**src/rtl/aes_spi_sequencer.sv**
```systemverilog
// aes_spi_sequencer: expands one host encryption request into the
// key / message / readback frame protocol of the SPI-attached AES core,
// with settle gaps between frames, key reuse and a per-frame timeout.
module aes_spi_sequencer #(
   parameter int unsigned GAP_CYCLES     = 64,
   parameter int unsigned TIMEOUT_CYCLES = 4096
) (
   input  logic           clk,
   input  logic           rst_n,
   input  logic           req,
   output logic           ready,
   input  logic [1:0]     key_mode,
   input  logic           reuse_key,
   input  logic [255:0]   key,
   input  logic [127:0]   msg,
   output logic [127:0]   ct,
   output logic           ct_valid,
   output logic           err,
   output logic           key_loaded,
   output logic           spi_start,
   output logic [0:257]   spi_tx,
   input  logic [127:0]   spi_rx,
   input  logic           spi_done
);

   typedef enum logic [3:0] {
      IDLE,
      KEY_START,
      KEY_WAIT,
      KEY_GAP,
      MSG_START,
      MSG_WAIT,
      MSG_GAP,
      RD_START,
      RD_WAIT,
      DONE,
      ERR
   } state_e;

   localparam logic [1:0]  MODE_128 = 2'b00;
   localparam logic [1:0]  MODE_192 = 2'b01;
   localparam logic [1:0]  MODE_ILL = 2'b11;

   // Last counter value of a gap / of a wait before timing out.
   localparam logic [15:0] GAP_LAST = 16'(GAP_CYCLES - 1);
   localparam logic [15:0] TMO_LAST = 16'(TIMEOUT_CYCLES - 1);
   localparam bit          HAS_GAP  = (GAP_CYCLES != 0);

   // Key frame: mode prefix then the key zero-extended to 256 bits; bits
   // above the key length are dropped so stale upper host bits never leak.
   function automatic logic [0:257] key_frame(input logic [1:0]   mode,
                                              input logic [255:0] k);
      logic [0:257] f;
      case (mode)
         MODE_128: f = {mode, 128'b0, k[127:0]};
         MODE_192: f = {mode, 64'b0, k[191:0]};
         default:  f = {mode, k};
      endcase
      return f;
   endfunction

   state_e         state_q, state_d;
   logic [15:0]    cnt_q, cnt_d;
   logic [127:0]   msg_lat_q, msg_lat_d;
   logic [1:0]     mode_lat_q, mode_lat_d;
   logic [1:0]     loaded_mode_q, loaded_mode_d;
   logic           key_loaded_q, key_loaded_d;
   logic [127:0]   ct_q, ct_d;
   logic           ct_valid_q, ct_valid_d;
   logic           err_q, err_d;
   logic           ready_q, ready_d;
   logic           spi_start_q, spi_start_d;
   logic [0:257]   spi_tx_q, spi_tx_d;

   // Next-state, counters, latched request and registered output values.
   always_comb begin
      // NOTE: every variable gets a default first, so no path through the
      // case statement can leave one unassigned and infer a latch.
      state_d       = state_q;
      cnt_d         = cnt_q;
      msg_lat_d     = msg_lat_q;
      mode_lat_d    = mode_lat_q;
      loaded_mode_d = loaded_mode_q;
      key_loaded_d  = key_loaded_q;
      ct_d          = ct_q;
      spi_tx_d      = spi_tx_q;

      case (state_q)
         IDLE: begin
            if (req) begin
               msg_lat_d  = msg;
               mode_lat_d = key_mode;
               if (key_mode == MODE_ILL) begin
                  state_d = ERR;
               end else if (reuse_key && key_loaded_q && (key_mode == loaded_mode_q)) begin
                  state_d = MSG_START;
               end else begin
                  state_d = KEY_START;
               end
            end
         end
         KEY_START: state_d = KEY_WAIT;
         KEY_WAIT: begin
            // A done on the final timeout cycle still wins over the timeout.
            if (spi_done) begin
               key_loaded_d  = 1'b1;
               loaded_mode_d = mode_lat_q;
               state_d       = HAS_GAP ? KEY_GAP : MSG_START;
            end else if (cnt_q == TMO_LAST) begin
               state_d = ERR;
            end else begin
               cnt_d = cnt_q + 16'd1;
            end
         end
         KEY_GAP: begin
            if (cnt_q == GAP_LAST) state_d = MSG_START;
            else                   cnt_d   = cnt_q + 16'd1;
         end
         MSG_START: state_d = MSG_WAIT;
         MSG_WAIT: begin
            if (spi_done) begin
               state_d = HAS_GAP ? MSG_GAP : RD_START;
            end else if (cnt_q == TMO_LAST) begin
               state_d = ERR;
            end else begin
               cnt_d = cnt_q + 16'd1;
            end
         end
         MSG_GAP: begin
            if (cnt_q == GAP_LAST) state_d = RD_START;
            else                   cnt_d   = cnt_q + 16'd1;
         end
         RD_START: state_d = RD_WAIT;
         RD_WAIT: begin
            if (spi_done) begin
               ct_d    = spi_rx;
               state_d = DONE;
            end else if (cnt_q == TMO_LAST) begin
               state_d = ERR;
            end else begin
               cnt_d = cnt_q + 16'd1;
            end
         end
         DONE:    state_d = IDLE;
         ERR:     state_d = IDLE;
         default: state_d = IDLE;
      endcase

      // Any state change restarts the shared gap/timeout counter.
      if (state_d != state_q) begin
         cnt_d = '0;
      end

      // Frames are loaded once on entry to a START state and then held.
      // The key frame is built straight from the request, since KEY_START
      // is only ever entered from the accept cycle.
      if (state_d != state_q) begin
         case (state_d)
            KEY_START: spi_tx_d = key_frame(mode_lat_d, key);
            MSG_START: spi_tx_d = {130'b0, msg_lat_d};
            RD_START:  spi_tx_d = '0;
            default:   ;
         endcase
      end

      // An error leaves the core's key state unknown, so force a reload.
      if (state_d == ERR) begin
         key_loaded_d = 1'b0;
      end

      ready_d     = (state_d == IDLE);
      spi_start_d = (state_d == KEY_START) || (state_d == MSG_START) ||
                    (state_d == RD_START);
      ct_valid_d  = (state_d == DONE);
      err_d       = (state_d == ERR);
   end

   // State and output registers with asynchronous reset.
   always_ff @(posedge clk or negedge rst_n) begin
      // NOTE: sequential state uses non-blocking assignments so every flop
      // samples the pre-edge values regardless of statement order.
      if (!rst_n) begin
         state_q       <= IDLE;
         cnt_q         <= '0;
         msg_lat_q     <= '0;
         mode_lat_q    <= '0;
         loaded_mode_q <= '0;
         key_loaded_q  <= 1'b0;
         ct_q          <= '0;
         ct_valid_q    <= 1'b0;
         err_q         <= 1'b0;
         ready_q       <= 1'b1;
         spi_start_q   <= 1'b0;
         spi_tx_q      <= '0;
      end else begin
         state_q       <= state_d;
         cnt_q         <= cnt_d;
         msg_lat_q     <= msg_lat_d;
         mode_lat_q    <= mode_lat_d;
         loaded_mode_q <= loaded_mode_d;
         key_loaded_q  <= key_loaded_d;
         ct_q          <= ct_d;
         ct_valid_q    <= ct_valid_d;
         err_q         <= err_d;
         ready_q       <= ready_d;
         spi_start_q   <= spi_start_d;
         spi_tx_q      <= spi_tx_d;
      end
   end

   assign ready      = ready_q;
   assign ct         = ct_q;
   assign ct_valid   = ct_valid_q;
   assign err        = err_q;
   assign key_loaded = key_loaded_q;
   assign spi_start  = spi_start_q;
   assign spi_tx     = spi_tx_q;

endmodule

```
**config.mk**
```make
export PLATFORM = sky130hd
export DESIGN_NAME = aes_spi_sequencer
export DESIGN_NICKNAME = d
export VERILOG_FILES = /design/src/rtl/aes_spi_sequencer.sv
export SDC_FILE = /design/constraint.sdc
export NUM_CORES = 1
export LEC_CHECK = 0
export ABC_AREA = 1
export CAP_MARGIN = 40
export CORE_AREA = 2 2 354 356
export DETAILED_ROUTE_END_ITERATION = 16
export DIE_AREA = 0 0 356 358
export PLACE_DENSITY = 0.43
export SLEW_MARGIN = 20
export SYNTH_ARGS = -nofsm -noshare
export SYNTH_HDL_FRONTEND = slang
export SYNTH_SLANG_ARGS = --single-unit
```
**constraint.sdc**
```tcl
create_clock -name clk -period 3.41 [get_ports clk]
set_clock_uncertainty 0.05 [all_clocks]
set_input_delay 0.8525 -clock clk [delete_from_list [all_inputs] [get_ports clk]]
set_output_delay 0.8525 -clock clk [all_outputs]
set_load 0.05 [all_outputs]
```
==> out/metrics.cfg, run 1 <==
[synth]
async_flop_share_pct = 100
netlist_instances = 2619
avgSynthCellArea_sq_um = 8.58
ys_top_cells_by_count = nand2_1 (1098), nand3_1 (663), dfrtp_1 (542)
synth_top_area_share_pct = 60.3
syn_nets = 3139
synth_edf_count = 0
synth_area_leaders = dfrtp_1 (60%), nand2_1 (18%), nand3_1 (15%), clkbuf_1 (1.9%), buf_2 (0.93%)
ys_seq_area_share_pct = 60.4
synth_cell_types = 31
syn_area_sq_um = 22500
yosysWarnings = 0
yosysTopAreaCell = dfrtp_1
ys.flop_type = dfrtp_1
synth-seq-cells = 543
yosysMostFrequentCell = nand2_1

[detailed_routing]
drc = 0
routedWlPerCell_um = 20.4
dr.pass1.iters = 5
wl_met3_um = 7740
totalWireLength_um = 106000
via_count = 21451
route.top_layer_used = met5
met1_length_um = 43700
viasPerCell = 4.13
wl_met2_um = 50900
first_iter_violations = 1427
final_antenna_net_count = 0

[cts]
clock_sinks = 543
cts_resized = 0
cts.path.max_buffers = 3
clk_latency_ps = 640
htree_levels = 3
cts_root_buf = clkbuf_16
cts_tree = done
cts.clk_slew.worst_paths_ps = 60
cts_hold_buf = 0
numCtsBuffers = 71
post_cts_buffers = 0

[pwr]
power.leakage_nw = 16.9
ir_worst_vdd_mv = 0.547
pwr_density_cell_nw_per_um2 = 1070
finalPower_mw = 39.0

[die]
die_w_um = 356
core_area_sq_um = 123000
ios = 910
die_h_um = 358
initial_utilization_pct = 18.2
die_area_sq_um = 127000
rows = 129

[critical_path]
crit_required_ps = 2510
setup.worst_path.end_class = primary output
crit_slowest_cell = clkdlybuf4s50_1
cp_max_fo = 2
cp.arrival_ps = 1980
cp_top_family = buffers and inverters
worst-setup-path-type = register to primary output
crit_path_max_incr_delay_ps = 880
r2r_slack_ps = 740
path_buf_inv = 1
cp_cell_sequence = clkdlybuf4s50_1
startpoint_type = register

[sta]
finalHoldViolations = 0
slew_viol_final = 0
fin_crit_sh_pct = 84.7
slew_headroom_pct = 20.6
setup_viol = 0
final.min_clock_period_ps = 2890
rsz0062_at_grt = false
worst_pin_slew_ps = 1190
fmax_ghz = 0.346
tns_ps = 0

[place]
numPortBuffers = 909
hpwl_um = 76200
place_congestion = 0.819
dpl_cell_area_sq_um = 33900
placedCellCount = 5056

[finish]
areaGrowthSynthToFinish_pct = 61.7
final_cell_count_no_fill = 5195
drive_above_1_share_pct = 5.99
design_area_sq_um = 36300
nets = 4012

[job]
cap_violations = 0

[min_path]
hold_path.class = input port to asynchronous set/reset pin

[global_routing]
grt_pass1_vias = 21696
antenna_found_initial = 21
grt_start_max_net_pins = 131
grt_usage_pct = 15.9
grt_pass1_wl_um = 151000
gr-total-overflow = 0

[status]
outcome = completed

## report_power, final
part	leakage, nW	internal [mW]	switching [mW]	total, mW
sequential	7.02	9.35	1.50	10.9
combinational	8.76	6.42	13.9	20.4
clock	1.17	4.56	3.21	7.77
## per-layer routing
metal	up-vias	GRT usage, %
li1	10264	-
met1	10322	19.9
met2	697	25.8
met3	154	4.48
met4	14	6.20
met5	-	0
## cell usage in the layout, fill, tap and decap left out, types with 2 or more instances in the layout
cell / count
clkinv_8: 2
xor2_1: 8
nor4_1: 2
a21oi_1: 7
buf_4: 39
clkinv_2: 12
nand2_2: 3
inv_2: 6
dfrtp_1: 542
nand3_1: 662
inv_4: 2
nand2_8: 2
nor2_1: 47
bufinv_16: 5
clkbuf_1: 13
clkbuf_16: 72
nand2_1: 1097
nor3b_1: 2
o21bai_1: 2
a31o_2: 2
diode_2: 16
nor3_1: 2
nand3_4: 2
o21ai_0: 8
nand4_1: 2
nor2_2: 3
clkbuf_8: 12
buf_12: 36
clkinv_16: 3
inv_1: 28
clkdlybuf4s50_1: 905
clkinvlp_4: 3
## metrics by stage
step	utilization, %	setup WS, ps	hold WS (ps)
after detailed placement	27.5	224	412
after global placement	27.5	230	410
final	29.5	523	98.7
after CTS	29.4	430	85.9
after global routing	29.5	464	108
after floorplan	-	1100	395
## sequential cells by signal, summed over array words and instances (netlist names)
name	cells
loaded_mode_q	2
cnt_q	16
err	1
ct_valid	1
ct	128
spi_start	1
mode_lat_q	2
key_loaded	1
ready	1
state_q	4
spi_tx	258
msg_lat_q	128
## worst paths after layout
check,from,endpoint,cells after the start
worst max register to register,state_q[0],spi_tx[200],13
worst min-delay path,rst_n,spi_tx[11],1
min in group clk,msg_lat_q[95],msg_lat_q[95],2
max in group asynchronous,rst_n,spi_tx[210],2
worst min register to register,msg_lat_q[95],msg_lat_q[95],2
worst max-delay path,spi_tx[220],spi_tx[220],1
## layout make-up
cell class	instances	area [sq um]
antenna	16	40.0
clock buffer	97	2020
clock inverter	26	379
fill	13225	87000
inverter	38	156
multi-input combinational	1856	8000
sequential	543	13600
tap	1637	2050
timing repair buffer	982	10100
## cell families (layout without fill, tap and decap cells)
logic type | Yosys count | in the layout | synth area share [%]
buffers and inverters | 220 | 1143 | 4.17
other | 0 | 16 | 0
multiplexers | 1 | 1 | 0.0501
adder cells (fa/ha/maj) | 1 | 1 | 0.0556
flip-flops | 543 | 543 | 60.4
AND/OR/NAND/NOR | 1824 | 1824 | 34.4
AO/OA/AOI/OAI | 22 | 22 | 0.607
XOR/XNOR | 8 | 8 | 0.312
(Power assumes the default switching activity.)
==> run 2, diff against run 1 <==
--- a/config.mk
+++ b/config.mk
@@ -7,10 +7,10 @@
 export LEC_CHECK = 0
 export ABC_AREA = 1
 export CAP_MARGIN = 40
-export CORE_AREA = 2 2 354 356
+export CORE_AREA = 2 2 356 358
 export DETAILED_ROUTE_END_ITERATION = 16
-export DIE_AREA = 0 0 356 358
-export PLACE_DENSITY = 0.43
+export DIE_AREA = 0 0 358 360
+export PLACE_DENSITY = 0.44
 export SLEW_MARGIN = 20
 export SYNTH_ARGS = -nofsm -noshare
 export SYNTH_HDL_FRONTEND = slang
==> constraint.sdc (replaced) <==
create_clock -name clk -period 2.64 [get_ports clk]
set_clock_uncertainty 0.05 [all_clocks]
set_input_delay 0.66 -clock clk [delete_from_list [all_inputs] [get_ports clk]]
set_output_delay 0.66 -clock clk [all_outputs]
set_load 0.05 [all_outputs]
==> out/metrics.cfg, run 2 (synthesis gave the netlist of run 1 again) <==
[global_routing]
gr-total-overflow = 0  ; unchanged
grt_pass1_wl_um = 154000  ; +1.7%
grt_usage_pct = 15.8  ; -0.062 points
grt_start_max_net_pins = 126  ; -3.8%
antenna_found_initial = 13  ; -38%
grt_pass1_vias = 22740  ; +4.8%

[critical_path]
worst-setup-path-type = register to primary output
r2r_slack_ps = 220  ; -520 ps
cp_max_fo = 2  ; unchanged
crit_required_ps = 1930  ; -580 ps
cp_top_family = buffers and inverters
setup.worst_path.end_class = primary output
crit_slowest_cell = clkdlybuf4s50_1
crit_path_max_incr_delay_ps = 840  ; -40 ps
cp.arrival_ps = 1870  ; -110 ps
startpoint = ct[120]
cp_cell_sequence = clkdlybuf4s50_1
startpoint_type = register
path_buf_inv = 1  ; unchanged
r2r_start = state_q[2]

[cts]
cts.clk_slew.worst_paths_ps = 60  ; about the same
post_cts_buffers = 0  ; unchanged
cts.path.max_buffers = 3  ; unchanged
numCtsBuffers = 71  ; unchanged
cts_tree = done
clock_sinks = 543  ; unchanged
clk_latency_ps = 630  ; about the same
htree_levels = 3  ; unchanged
cts_root_buf = clkbuf_16

[pwr]
switchingPower_mw = 24.1  ; +29%
pwr_density_cell_nw_per_um2 = 1380  ; +29%
ir_worst_vdd_mv = 0.701  ; +28%
switching_share_pct = 46.7  ; -1.2 points
p_clk_share_pct = 19.6  ; -0.3 points
p_comb_share_pct = 53.2  ; +1.0 points
p_int_mw = 27.6  ; +36%
finalPower_mw = 51.7  ; +33%
power.leakage_nw = 17.9  ; +5.4%
p_seq_share_pct = 27.2  ; -0.6 points

[finish]
design_area_sq_um = 37500  ; +3.2%
register_area_sq_um = 13600  ; unchanged
n_fill_cell = 13240  ; +0.11%
nets = 4143  ; +3.3%
layout_commonest_cell = nand2_1
fin_util_pct = 30.0  ; +0.54 points
drive_above_1_share_pct = 9.12  ; +3.1 points
multi_input_area_sq_um = 7980  ; -0.22%
largest_register_ffs = 258  ; unchanged
mostFrequentLayoutCells = nand2_1 (1097), clkdlybuf4s50_1 (869), nand3_1 (662)
areaGrowthSynthToFinish_pct = 66.8

[place]
numPortBuffers = 909  ; unchanged
dpl_cell_area_sq_um = 35100  ; +3.4%
place_congestion = 0.852  ; +4.0%
post-place-ws_ps = -240  ; -464 ps
hpwl_um = 78800  ; +3.4%

[die]
core_area_sq_um = 125000  ; +1.3%
initial_utilization_pct = 18.0  ; -0.23 points
ios = 910  ; unchanged
die_area_sq_um = 129000  ; +1.1%
die_h_um = 360  ; +0.56%
die_w_um = 358  ; +0.56%
rows = 130  ; +0.78%

[sta]
slew_headroom_pct = 35.4  ; +15 points
finalHoldViolations = 0  ; unchanged
setup_ws_ps = 59.0  ; -464 ps
whs_ps = 425  ; +326 ps
rsz0062_at_grt = false
setup_viol = 0  ; unchanged
final.min_clock_period_ps = 2580
fmax_ghz = 0.387
slew_viol_final = 0  ; unchanged
fin_crit_sh_pct = 97.8
worst_pin_slew_ps = 970  ; -221 ps

[detailed_routing]
final_antenna_net_count = 0  ; unchanged
dr.pass1.iters = 5  ; unchanged
wl_met2_um = 52000  ; +2.3%
wl_met3_um = 6990  ; -9.7%
met1_length_um = 44000  ; +0.56%
viasPerCell = 4.15  ; +0.44%
drc = 0  ; unchanged
totalWireLength_um = 105000  ; -0.32%
routedWlPerCell_um = 19.8  ; -2.9%
first_iter_violations = 1591  ; +11%
route.top_layer_used = met5
via_count = 22113  ; +3.1%

[status]
outcome = completed

[min_path]
hold_path.class = register to register
min_from = msg_lat_q[126]

[job]
cap_violations = 0  ; unchanged

## run 2: power by group through the flow
stage	registers, mW	clock network [mW]	logic, mW
6_report	14.1	10.2	27.5
4_1_cts	14.1	10.5	27.8
2_1_floorplan	23.3	0	6.65
3_5_place_dp	14.1	0	27.9
3_3_place_gp	14.2	0	27.8
5_1_grt	14.5	10.9	29.2
## run 2: layout make-up
class	count	area share [%]
Antenna cell	9	0.0601
Clock inverter	16	0.831
Sequential cell	543	36.2
Timing Repair Buffer	1113	30.1
Multi-Input combinational cell	1856	21.3
Clock buffer	107	5.56
Inverter	38	0.417
Tap cell	1650	5.51
## run 2: per-stage QoR
stage          TNS [ps]  std cells
2_1_floorplan         0       2619
3_3_place_gp     -46460       5199
3_5_place_dp     -49570       5199
4_1_cts               0       5323
5_1_grt               0       5331
6_report              0       5332
## run 2: worst paths after layout
path / endpoint / cells after the start
worst max-delay path: ct[120] / 1
worst min-delay path: msg_lat_q[126] / 2
worst max register to register: spi_tx[213] / 13
worst min register to register: msg_lat_q[126] / 2
max in group asynchronous: spi_tx[170] / 3
min in group asynchronous: ct[96] / 2
## run 2: repair_timing
action,CTS,global route
gates resized for setup,26,9
hold buffers,1,0
hold endpoints to repair,25,0
setup endpoints to repair,26,9
## run 2: routing by layer
metal / vias to the layer above / GRT usage, %
met5: - / 0
met3: 119 / 3.78
met2: 699 / 27.0
met1: 10770 / 19.6
li1: 10517 / -
met4: 8 / 4.84
==> run 3, diff against run 2 <==
--- a/config.mk
+++ b/config.mk
@@ -10,6 +10,7 @@
 export CORE_AREA = 2 2 356 358
 export DETAILED_ROUTE_END_ITERATION = 16
 export DIE_AREA = 0 0 358 360
+export GPL_ROUTABILITY_DRIVEN = 1
 export PLACE_DENSITY = 0.44
 export SLEW_MARGIN = 20
 export SYNTH_ARGS = -nofsm -noshare
==> results of run 3 <==
Final layout, timing and power as in run 2 (identical DEF).
